$ cat src/rtl/addsub_flag_buffer_if.sv
// Handshake/data bundle between the add/sub unit, the flag buffer and its consumer.
// Latency: none (wires only).
// Backpressure: in_ready/out_ready carry flow control in each direction.
interface addsub_flag_buffer_if;
  // upstream side: one add/sub result offered per cycle
  logic       in_valid;
  logic       in_ready;
  logic [3:0] a;
  logic [3:0] b;
  logic       mode;
  logic [3:0] result;
  logic       carry_borrow;
  // downstream side: head entry with derived flags
  logic       out_valid;
  logic       out_ready;
  logic [3:0] out_result;
  logic       out_mode;
  logic       out_c;
  logic       out_z;
  logic       out_n;
  logic       out_v;

  // producer of add/sub results and consumer of the buffer
  modport master (
    output in_valid, a, b, mode, result, carry_borrow, out_ready,
    input  in_ready, out_valid, out_result, out_mode, out_c, out_z, out_n, out_v
  );

  // the flag buffer itself
  modport slave (
    input  in_valid, a, b, mode, result, carry_borrow, out_ready,
    output in_ready, out_valid, out_result, out_mode, out_c, out_z, out_n, out_v
  );
endinterface

$ cat src/rtl/addsub_flag_buffer.sv
// Registers add/sub results with derived C/Z/N/V flags in a 2-entry buffer; counts overflows.
// Latency: entry visible on out_* the edge it is pushed; poppable on the following edge.
// Backpressure: in_ready drops only when both entries are held, independent of out_ready.
module addsub_flag_buffer #(
  parameter int CNT_W = 8
) (
  input  logic               clk,
  input  logic               reset_p,
  addsub_flag_buffer_if.slave bus,
  input  logic               clear_count,
  output logic [CNT_W-1:0]   ovf_count
);

  typedef struct packed {
    logic [3:0] result;
    logic       mode;
    logic       c;
    logic       z;
    logic       n;
    logic       v;
  } entry_t;

  typedef enum logic [1:0] {
    EMPTY = 2'd0,
    ONE   = 2'd1,
    FULL  = 2'd2
  } state_t;

  localparam logic [CNT_W-1:0] CNT_MAX = '1;

  state_t state, state_nxt;
  entry_t head, tail, new_entry;
  logic   push, pop;
  logic   load_head_in, load_head_tail, load_tail_in;

  // in_ready depends on state alone so a full buffer never accepts, even while popping
  assign bus.in_ready  = (state != FULL);
  assign bus.out_valid = (state != EMPTY);
  assign push = bus.in_valid && bus.in_ready;
  assign pop  = bus.out_valid && bus.out_ready;

  assign bus.out_result = head.result;
  assign bus.out_mode   = head.mode;
  assign bus.out_c      = head.c;
  assign bus.out_z      = head.z;
  assign bus.out_n      = head.n;
  assign bus.out_v      = head.v;

  // derive flags from the incoming operands; C is reported as borrow when subtracting
  always_comb begin
    new_entry        = '0;
    new_entry.result = bus.result;
    new_entry.mode   = bus.mode;
    new_entry.c      = bus.mode ? ~bus.carry_borrow : bus.carry_borrow;
    new_entry.z      = (bus.result == 4'b0000);
    new_entry.n      = bus.result[3];
    if (bus.mode)
      new_entry.v = (bus.a[3] != bus.b[3]) && (bus.result[3] != bus.a[3]);
    else
      new_entry.v = (bus.a[3] == bus.b[3]) && (bus.result[3] != bus.a[3]);
  end

  // buffer occupancy register
  always_ff @(posedge clk or posedge reset_p) begin
    if (reset_p) state <= EMPTY;
    else         state <= state_nxt;
  end

  // next occupancy and which register each edge writes
  always_comb begin
    state_nxt      = state;
    load_head_in   = 1'b0;
    load_head_tail = 1'b0;
    load_tail_in   = 1'b0;
    unique case (state)
      EMPTY: begin
        if (push) begin
          state_nxt    = ONE;
          load_head_in = 1'b1;
        end
      end
      ONE: begin
        if (push && pop) begin
          load_head_in = 1'b1;
        end else if (push) begin
          state_nxt    = FULL;
          load_tail_in = 1'b1;
        end else if (pop) begin
          state_nxt = EMPTY;
        end
      end
      FULL: begin
        if (pop) begin
          state_nxt      = ONE;
          load_head_tail = 1'b1;
        end
      end
      default: state_nxt = EMPTY;
    endcase
  end

  // head/tail storage; head keeps its last value once the buffer drains
  always_ff @(posedge clk or posedge reset_p) begin
    if (reset_p) begin
      head <= '0;
      tail <= '0;
    end else begin
      if (load_head_in)        head <= new_entry;
      else if (load_head_tail) head <= tail;
      if (load_tail_in)        tail <= new_entry;
    end
  end

  // saturating overflow counter; clear wins over a coincident overflow push
  always_ff @(posedge clk or posedge reset_p) begin
    if (reset_p)
      ovf_count <= '0;
    else if (clear_count)
      ovf_count <= '0;
    else if (push && new_entry.v && (ovf_count != CNT_MAX))
      ovf_count <= ovf_count + 1'b1;
  end

endmodule

$ cat src/flat_wrapper.sv
// flat-port wrapper written by rule: the top's interface ports become plain ports
module addsub_flag_buffer_flat 
#(
  parameter int CNT_W = 8
)
  (clk, reset_p, clear_count, ovf_count, bus_in_valid, bus_a, bus_b, bus_mode, bus_result, bus_carry_borrow, bus_out_ready, bus_in_ready, bus_out_valid, bus_out_result, bus_out_mode, bus_out_c, bus_out_z, bus_out_n, bus_out_v);
  addsub_flag_buffer_if bus_i ();
  input  logic clk;
  input  logic reset_p;
  input  logic clear_count;
  output logic [CNT_W-1:0] ovf_count;
  input wire logic [$bits(bus_i.in_valid)-1:0] bus_in_valid;
  input wire logic [$bits(bus_i.a)-1:0] bus_a;
  input wire logic [$bits(bus_i.b)-1:0] bus_b;
  input wire logic [$bits(bus_i.mode)-1:0] bus_mode;
  input wire logic [$bits(bus_i.result)-1:0] bus_result;
  input wire logic [$bits(bus_i.carry_borrow)-1:0] bus_carry_borrow;
  input wire logic [$bits(bus_i.out_ready)-1:0] bus_out_ready;
  output wire logic [$bits(bus_i.in_ready)-1:0] bus_in_ready;
  output wire logic [$bits(bus_i.out_valid)-1:0] bus_out_valid;
  output wire logic [$bits(bus_i.out_result)-1:0] bus_out_result;
  output wire logic [$bits(bus_i.out_mode)-1:0] bus_out_mode;
  output wire logic [$bits(bus_i.out_c)-1:0] bus_out_c;
  output wire logic [$bits(bus_i.out_z)-1:0] bus_out_z;
  output wire logic [$bits(bus_i.out_n)-1:0] bus_out_n;
  output wire logic [$bits(bus_i.out_v)-1:0] bus_out_v;
  assign bus_i.in_valid = bus_in_valid;
  assign bus_i.a = bus_a;
  assign bus_i.b = bus_b;
  assign bus_i.mode = bus_mode;
  assign bus_i.result = bus_result;
  assign bus_i.carry_borrow = bus_carry_borrow;
  assign bus_i.out_ready = bus_out_ready;
  assign bus_in_ready = bus_i.in_ready;
  assign bus_out_valid = bus_i.out_valid;
  assign bus_out_result = bus_i.out_result;
  assign bus_out_mode = bus_i.out_mode;
  assign bus_out_c = bus_i.out_c;
  assign bus_out_z = bus_i.out_z;
  assign bus_out_n = bus_i.out_n;
  assign bus_out_v = bus_i.out_v;
  addsub_flag_buffer #(.CNT_W(CNT_W)) u_core (.clk(clk), .reset_p(reset_p), .bus(bus_i), .clear_count(clear_count), .ovf_count(ovf_count));
endmodule
$ cat config.mk
export PLATFORM = sky130hd
export DESIGN_NAME = addsub_flag_buffer_flat
export DESIGN_NICKNAME = d
export VERILOG_FILES = /design/src/rtl/addsub_flag_buffer_if.sv /design/src/rtl/addsub_flag_buffer.sv /design/src/flat_wrapper.sv
export SDC_FILE = /design/constraint.sdc
export NUM_CORES = 1
export LEC_CHECK = 0
export CELL_PAD_IN_SITES_DETAIL_PLACEMENT = 1
export CELL_PAD_IN_SITES_GLOBAL_PLACEMENT = 1
export CORE_MARGIN = 1
export CORE_UTILIZATION = 50
export DETAILED_ROUTE_END_ITERATION = 12
export DONT_BUFFER_PORTS = 1
export PLACE_DENSITY = 0.91
export SYNTH_ARGS = -nofsm -noshare
export SYNTH_HDL_FRONTEND = slang
export SYNTH_SLANG_ARGS = --single-unit
export TNS_END_PERCENT = 5
$ cat constraint.sdc
create_clock -name clk -period 3.5 [get_ports clk]
set_input_delay 0.525 -clock clk [delete_from_list [all_inputs] [get_ports clk]]
set_output_delay 0.525 -clock clk [all_outputs]
set_load 0.005 [all_outputs]
Yosys cells after proc, flatten, opt, wreduce, memory -nomap -nowiden --
Cells that the tools add are included.
Word-level totals: flip-flop bits (word level) 28, bits of input ports 19, output and inout bits 19, logic and storage cells 59
Cells by class: add/subtract/negate cells 1, equal/unequal tests 11, mux-type cells 19, bitwise logic cells 1, reductions and logical operators 13
Operators with widths (count):
- $mux W9 | 2
- $mux W8 | 2
- $mux W2 | 5
- $add A8 B1 Y8 const B | 1
- $mux W1 | 8
- $ne A8 B8 Y1 const B | 1
- $logic_and A1 B1 Y1 | 7
- $pmux W2 S3 | 1
- $reduce_bool A2 Y1 | 3
- $logic_not A4 Y1 | 1
- $ne A2 B1 Y1 const B | 2
- $ne A2 B2 Y1 const B | 2
- $reduce_and A4 Y1 | 1
- $ne A3 B1 Y1 const B | 1
- $eq A2 B1 Y1 const B | 1
- $eq A2 B2 Y1 const B | 1
- $logic_not A2 Y1 | 1
- $ne A1 B1 Y1 | 2
- $pmux W1 S2 | 1
- $eq A1 B1 Y1 | 1
- $not A1 Y1 | 1

Depth between registers and ports, before layout --
word-level depth 7, gate-level depth with buffers 5, gate-level depth less buffers 5

Least setup slack after synthesis --
No wires, ideal clock.
path type in2reg, from input port bus_mode, to register u_core.ovf_count[2], library setup time 0.128 ns, arrival time 1.565 ns, required time 3.372 ns, setup slack 1.808 ns, stages 5, path buffers 1, cells stage by stage xor2_1 mux2i_1 buf_6 nor4b_4 mux2_1
On the way: word-level cells in the longest chain between the ends 4
Ends and longest elaborated chain:
- from (decl) | RTL line flat_wrapper.sv:15 | input wire logic [$bits(bus_i.mode)-1:0] bus_mode;
- $mux W1 | RTL line addsub_flag_buffer.sv:57 | if (bus.mode)
- $logic_and A1 B1 Y1 (2 in a row) | RTL line addsub_flag_buffer.sv:120 | else if (push && new_entry.v && (ovf_count != CNT_MAX))
- $reduce_bool A2 Y1 (no source line)
- to (signal assigned) | RTL line addsub_flag_buffer.sv:121 | ovf_count <= ovf_count + 1'b1;
- to (decl) | RTL line addsub_flag_buffer.sv:11 | output logic [CNT_W-1:0] ovf_count
No other way between the ends. A chain may end at the register's enable or synchronous reset.

Worst setup path after layout --
from register u_core.state[1], to register u_core.head, in the netlist u_core.bus.out_c
On the way: word-level cells in the longest chain between the ends 6, elaborated cells on any way between the ends 15, classes of those cells eq/ne (3); mux (6); reduce/logical (6)
Ends and longest elaborated chain:
- from (decl) | RTL line addsub_flag_buffer.sv:31 | state_t state, state_nxt;
- from (signal assigned) | RTL line addsub_flag_buffer.sv:66 | else state <= state_nxt;
- $ne A2 B2 Y1 or $reduce_bool A2 Y1 (tied branches) | RTL line addsub_flag_buffer.sv:37, addsub_flag_buffer.sv:38
- $logic_and A1 B1 Y1 (on tied branches) | RTL line addsub_flag_buffer.sv:39, addsub_flag_buffer.sv:40
- $logic_and A1 B1 Y1 | RTL line addsub_flag_buffer.sv:83 | if (push && pop) begin
- $mux W1 | RTL line addsub_flag_buffer.sv:83
- $pmux W1 S2 | RTL line addsub_flag_buffer.sv:75 | unique case (state)
- $mux W9 or $reduce_bool A2 Y1 (tied branches)
- to (signal assigned) | RTL line addsub_flag_buffer.sv:108 | if (load_head_in) head <= new_entry;
- to (signal assigned) | RTL line addsub_flag_buffer.sv:109 | else if (load_head_tail) head <= tail;
- to (decl) | RTL line addsub_flag_buffer.sv:32 | entry_t head, tail, new_entry;
Parallel ways exist; a longest one is shown, timed or not.

==> impl_metrics.yaml <==
global_routing:
  grt_pass1_vias: 924
  grt_pass1_wl_microns: 4660
  grt_antenna_before_repair: 0
  grt_max_degree: 27
  overflow: 0
  grt_util_all_layers_pct: 23.7
clocking:
  clk-insertion-delay-late_ns: 0.33
  root_buffer: "clkbuf_4"
  path_clk_slew_ns: 0.15
  tritoncts: "yes"
  cts_sinks: 26
  clock_path_buffers: 2
  htreeDepth: 1
  cts_setup_buffers: 0
  numCtsBuffers: 3
  cts_resized: 0
  hold_buffers: 0
cells_and_area:
  area_growth_pct: 4.42
  multiInputGateArea_sq_um: 622
  postLayoutCellArea_sq_um: 1390
  final_common_cell: "dfrtp_1"
  n_antenna_cell: 0
  fillCellCount: 273
  layout_common_cells: "dfrtp_1, nor2_1, a21oi_1, mux2_2"
  layout.nets: 146
  final-seq-area_sq_um: 651
  drive_gt1_share_pct: 13.6
detailed_routing:
  final_antenna_net_count: 0
  vias_per_cell: 6.16
  drtIter0Drc: 12
  firstDrtPassIters: 4
  post_drt_wl_per_cell_microns: 18.9
  vias: 955
  wl_microns: 2930
  drc: 0
die:
  std_cell_rows: 18
  core_region_area_sq_um: 2500
  die_w_microns: 53.6
  die-area_sq_um: 2870
  start_util_pct: 53.2
  io_pins: 38
  die-height_microns: 53.6
critical_path:
  slowest_delay_ns: 0.46
  worstPathRequired_ns: 3.74
  cp-end-kind: "flop"
  slowest_stage: "dfrtp_1"
  timing.rr.end: "u_core.bus.out_c"
  cp_max_fo: 8
  worstSetupPathType: "flop to flop"
  reg2reg_slack_ns: 1.64
  worst-r2r-cell-count: 4
  cp_data_arrival_time_ns: 2.10
  worstPathCellList: "nand2b_1, a21oi_1, nor2_1, a221o_1"
  crit_path_start_kind: "flop"
  r2r_start: "u_core.state[1]"
pwr:
  p_switching_mw: 0.202
  p_clk_share_pct: 28.8
  power.leakage_nw: 0.606
  intPower_mw: 0.539
  seq_power_share_pct: 54.9
  p_comb_share_pct: 16.3
  total_power_mw: 0.741
  power_density_nw_per_um2: 533
  peakVddDrop_uv: 292
  switching_share_pct: 27.3
yosys:
  syn_inst: 124
  synth_nets: 144
  yosysSeqAreaShare_pct: 48.9
  avgSynthCellArea_sq_um: 10.7
  synthDistinctLibCells: 38
  yosysWarnings: 0
  async_reset_ff_share_pct: 100
  ys_seq_elements: 26
  syn_area_sq_um: 1330
  synth-edff-count: 0
  synth_flop_cell: "dfrtp_1"
sta:
  setup_viol: 0
  hold_ws_ns: 0.233
  fmax_ghz: 0.537
  worst_pin_slew_ns: 1.00
  slew_headroom_pct: 32.9
  post-route-min-period_ns: 1.86
  rsz0062_at_grt: "false"
  finalSetupTns_ns: 0
  fin_skew_ns: 0.00560
  finalHoldViolCount: 0
  period_share_pct: 53.2
  maxSlewViolCount: 0
placed_design:
  portBuffers: 0
  place_hpwl_microns: 2100
  placed_area_sq_um: 1340
  place_congestion: 0.763
outcome:
  outcome: "finished, final reports clean"
worst_hold_path:
  hold_depth: 1
  min_to: "u_core.ovf_count[4]"
  min_from: "clear_count"
  hold_path_class: "input pin to flop"
run:
  max-cap-violations: 0
[logic make-up (layout without fill, tap and decap cells)]
| family | count (synthesis) | count (layout) | share of synthesized area (%) |
|---|---|---|---|
| xor+xnor | 2 | 2 | 1.32 |
| compound gates | 28 | 28 | 15.1 |
| simple gates | 47 | 47 | 20.4 |
| flops | 26 | 26 | 48.9 |
| buf+inv | 9 | 10 | 4.33 |
| fa+ha+maj | 1 | 1 | 0.941 |
| mux | 11 | 11 | 9.03 |
[critical path: cells and delay by family (launching register included)]
| kind | cells | cell delay (ns) |
|---|---|---|
| simple gates | 2 | 0.49 |
| flops | 1 | 0.46 |
| compound gates | 2 | 0.82 |
[how the worst max path moves through the flow]
stage                                      to       startpoint  cells after the start
after floorplan           u_core.ovf_count[2]         bus_mode                      5
after global placement       u_core.bus.out_z  u_core.state[0]                      4
after detailed placement     u_core.bus.out_c  u_core.state[1]                      4
after CTS                    u_core.bus.out_c  u_core.state[1]                      4
after global routing         u_core.bus.out_v  u_core.state[1]                      4
final                        u_core.bus.out_c  u_core.state[1]                      4
[through the flow]
step,cells,setup WS (ns),util [%]
final,155,1.64,55.6
after global routing,155,1.49,55.6
after CTS,155,1.60,55.6
after detailed placement,151,1.63,53.5
after global placement,151,1.69,53.5
after floorplan,124,1.81,-
[registers in the layout, summed over array words and instances (netlist names)]
name and count:
u_core.bus.out_result 4, u_core.bus.out_v 1, u_core.ovf_count 8, u_core.tail 8, u_core.bus.out_mode 1, u_core.state 2
u_core.bus.out_c 1, u_core.bus.out_z 1
[layer usage]
layer / GRT usage (%) / vias up / wire, microns
li1: - / 452 / -
met1: 32.4 / 477 / 1330
met2: 35.6 / 22 / 1420
met3: 5.08 / 4 / 127
met4: 11.0 / 0 / 51
met5: 0 / - / 0
[synthesized netlist by cell type (2+ instances only)]
library cell | instances | area (sq um)
nor2b_1 | 3 | 18.8
mux2_1 | 2 | 22.5
nand3_1 | 3 | 15.0
inv_1 | 5 | 18.8
nand2_1 | 5 | 18.8
dfrtp_1 | 26 | 651
nor2_1 | 13 | 48.8
a221o_1 | 3 | 30.0
buf_6 | 2 | 22.5
or3_1 | 2 | 12.5
a22o_1 | 4 | 35.0
a21o_1 | 5 | 37.5
nand2b_1 | 5 | 31.3
or4_1 | 3 | 22.5
nor2_2 | 2 | 12.5
mux2_2 | 6 | 67.6
a21oi_1 | 9 | 45.0
mux2i_1 | 3 | 30.0
nand4_1 | 2 | 12.5
o31ai_1 | 2 | 15.0
and2b_1 | 2 | 15.0
[power by group through the flow]
stage / clock, mW / combinational, mW / sequential (mW)
2_1_floorplan: 0 / 0.110 / 0.399
3_3_place_gp: 0 / 0.113 / 0.408
3_5_place_dp: 0 / 0.122 / 0.414
4_1_cts: 0.216 / 0.123 / 0.408
5_1_grt: 0.228 / 0.136 / 0.417
6_report: 0.213 / 0.121 / 0.407
[final cells by class]
class,count,share of cell area [%]
sequential,26,46.8
clock buffer,3,1.62
multi-input combinational,89,44.8
tap,30,2.70
timing repair buffer,1,0.541
clock inverter,1,2.16
inverter,5,1.35
Power figures use the tool's default switching activity.
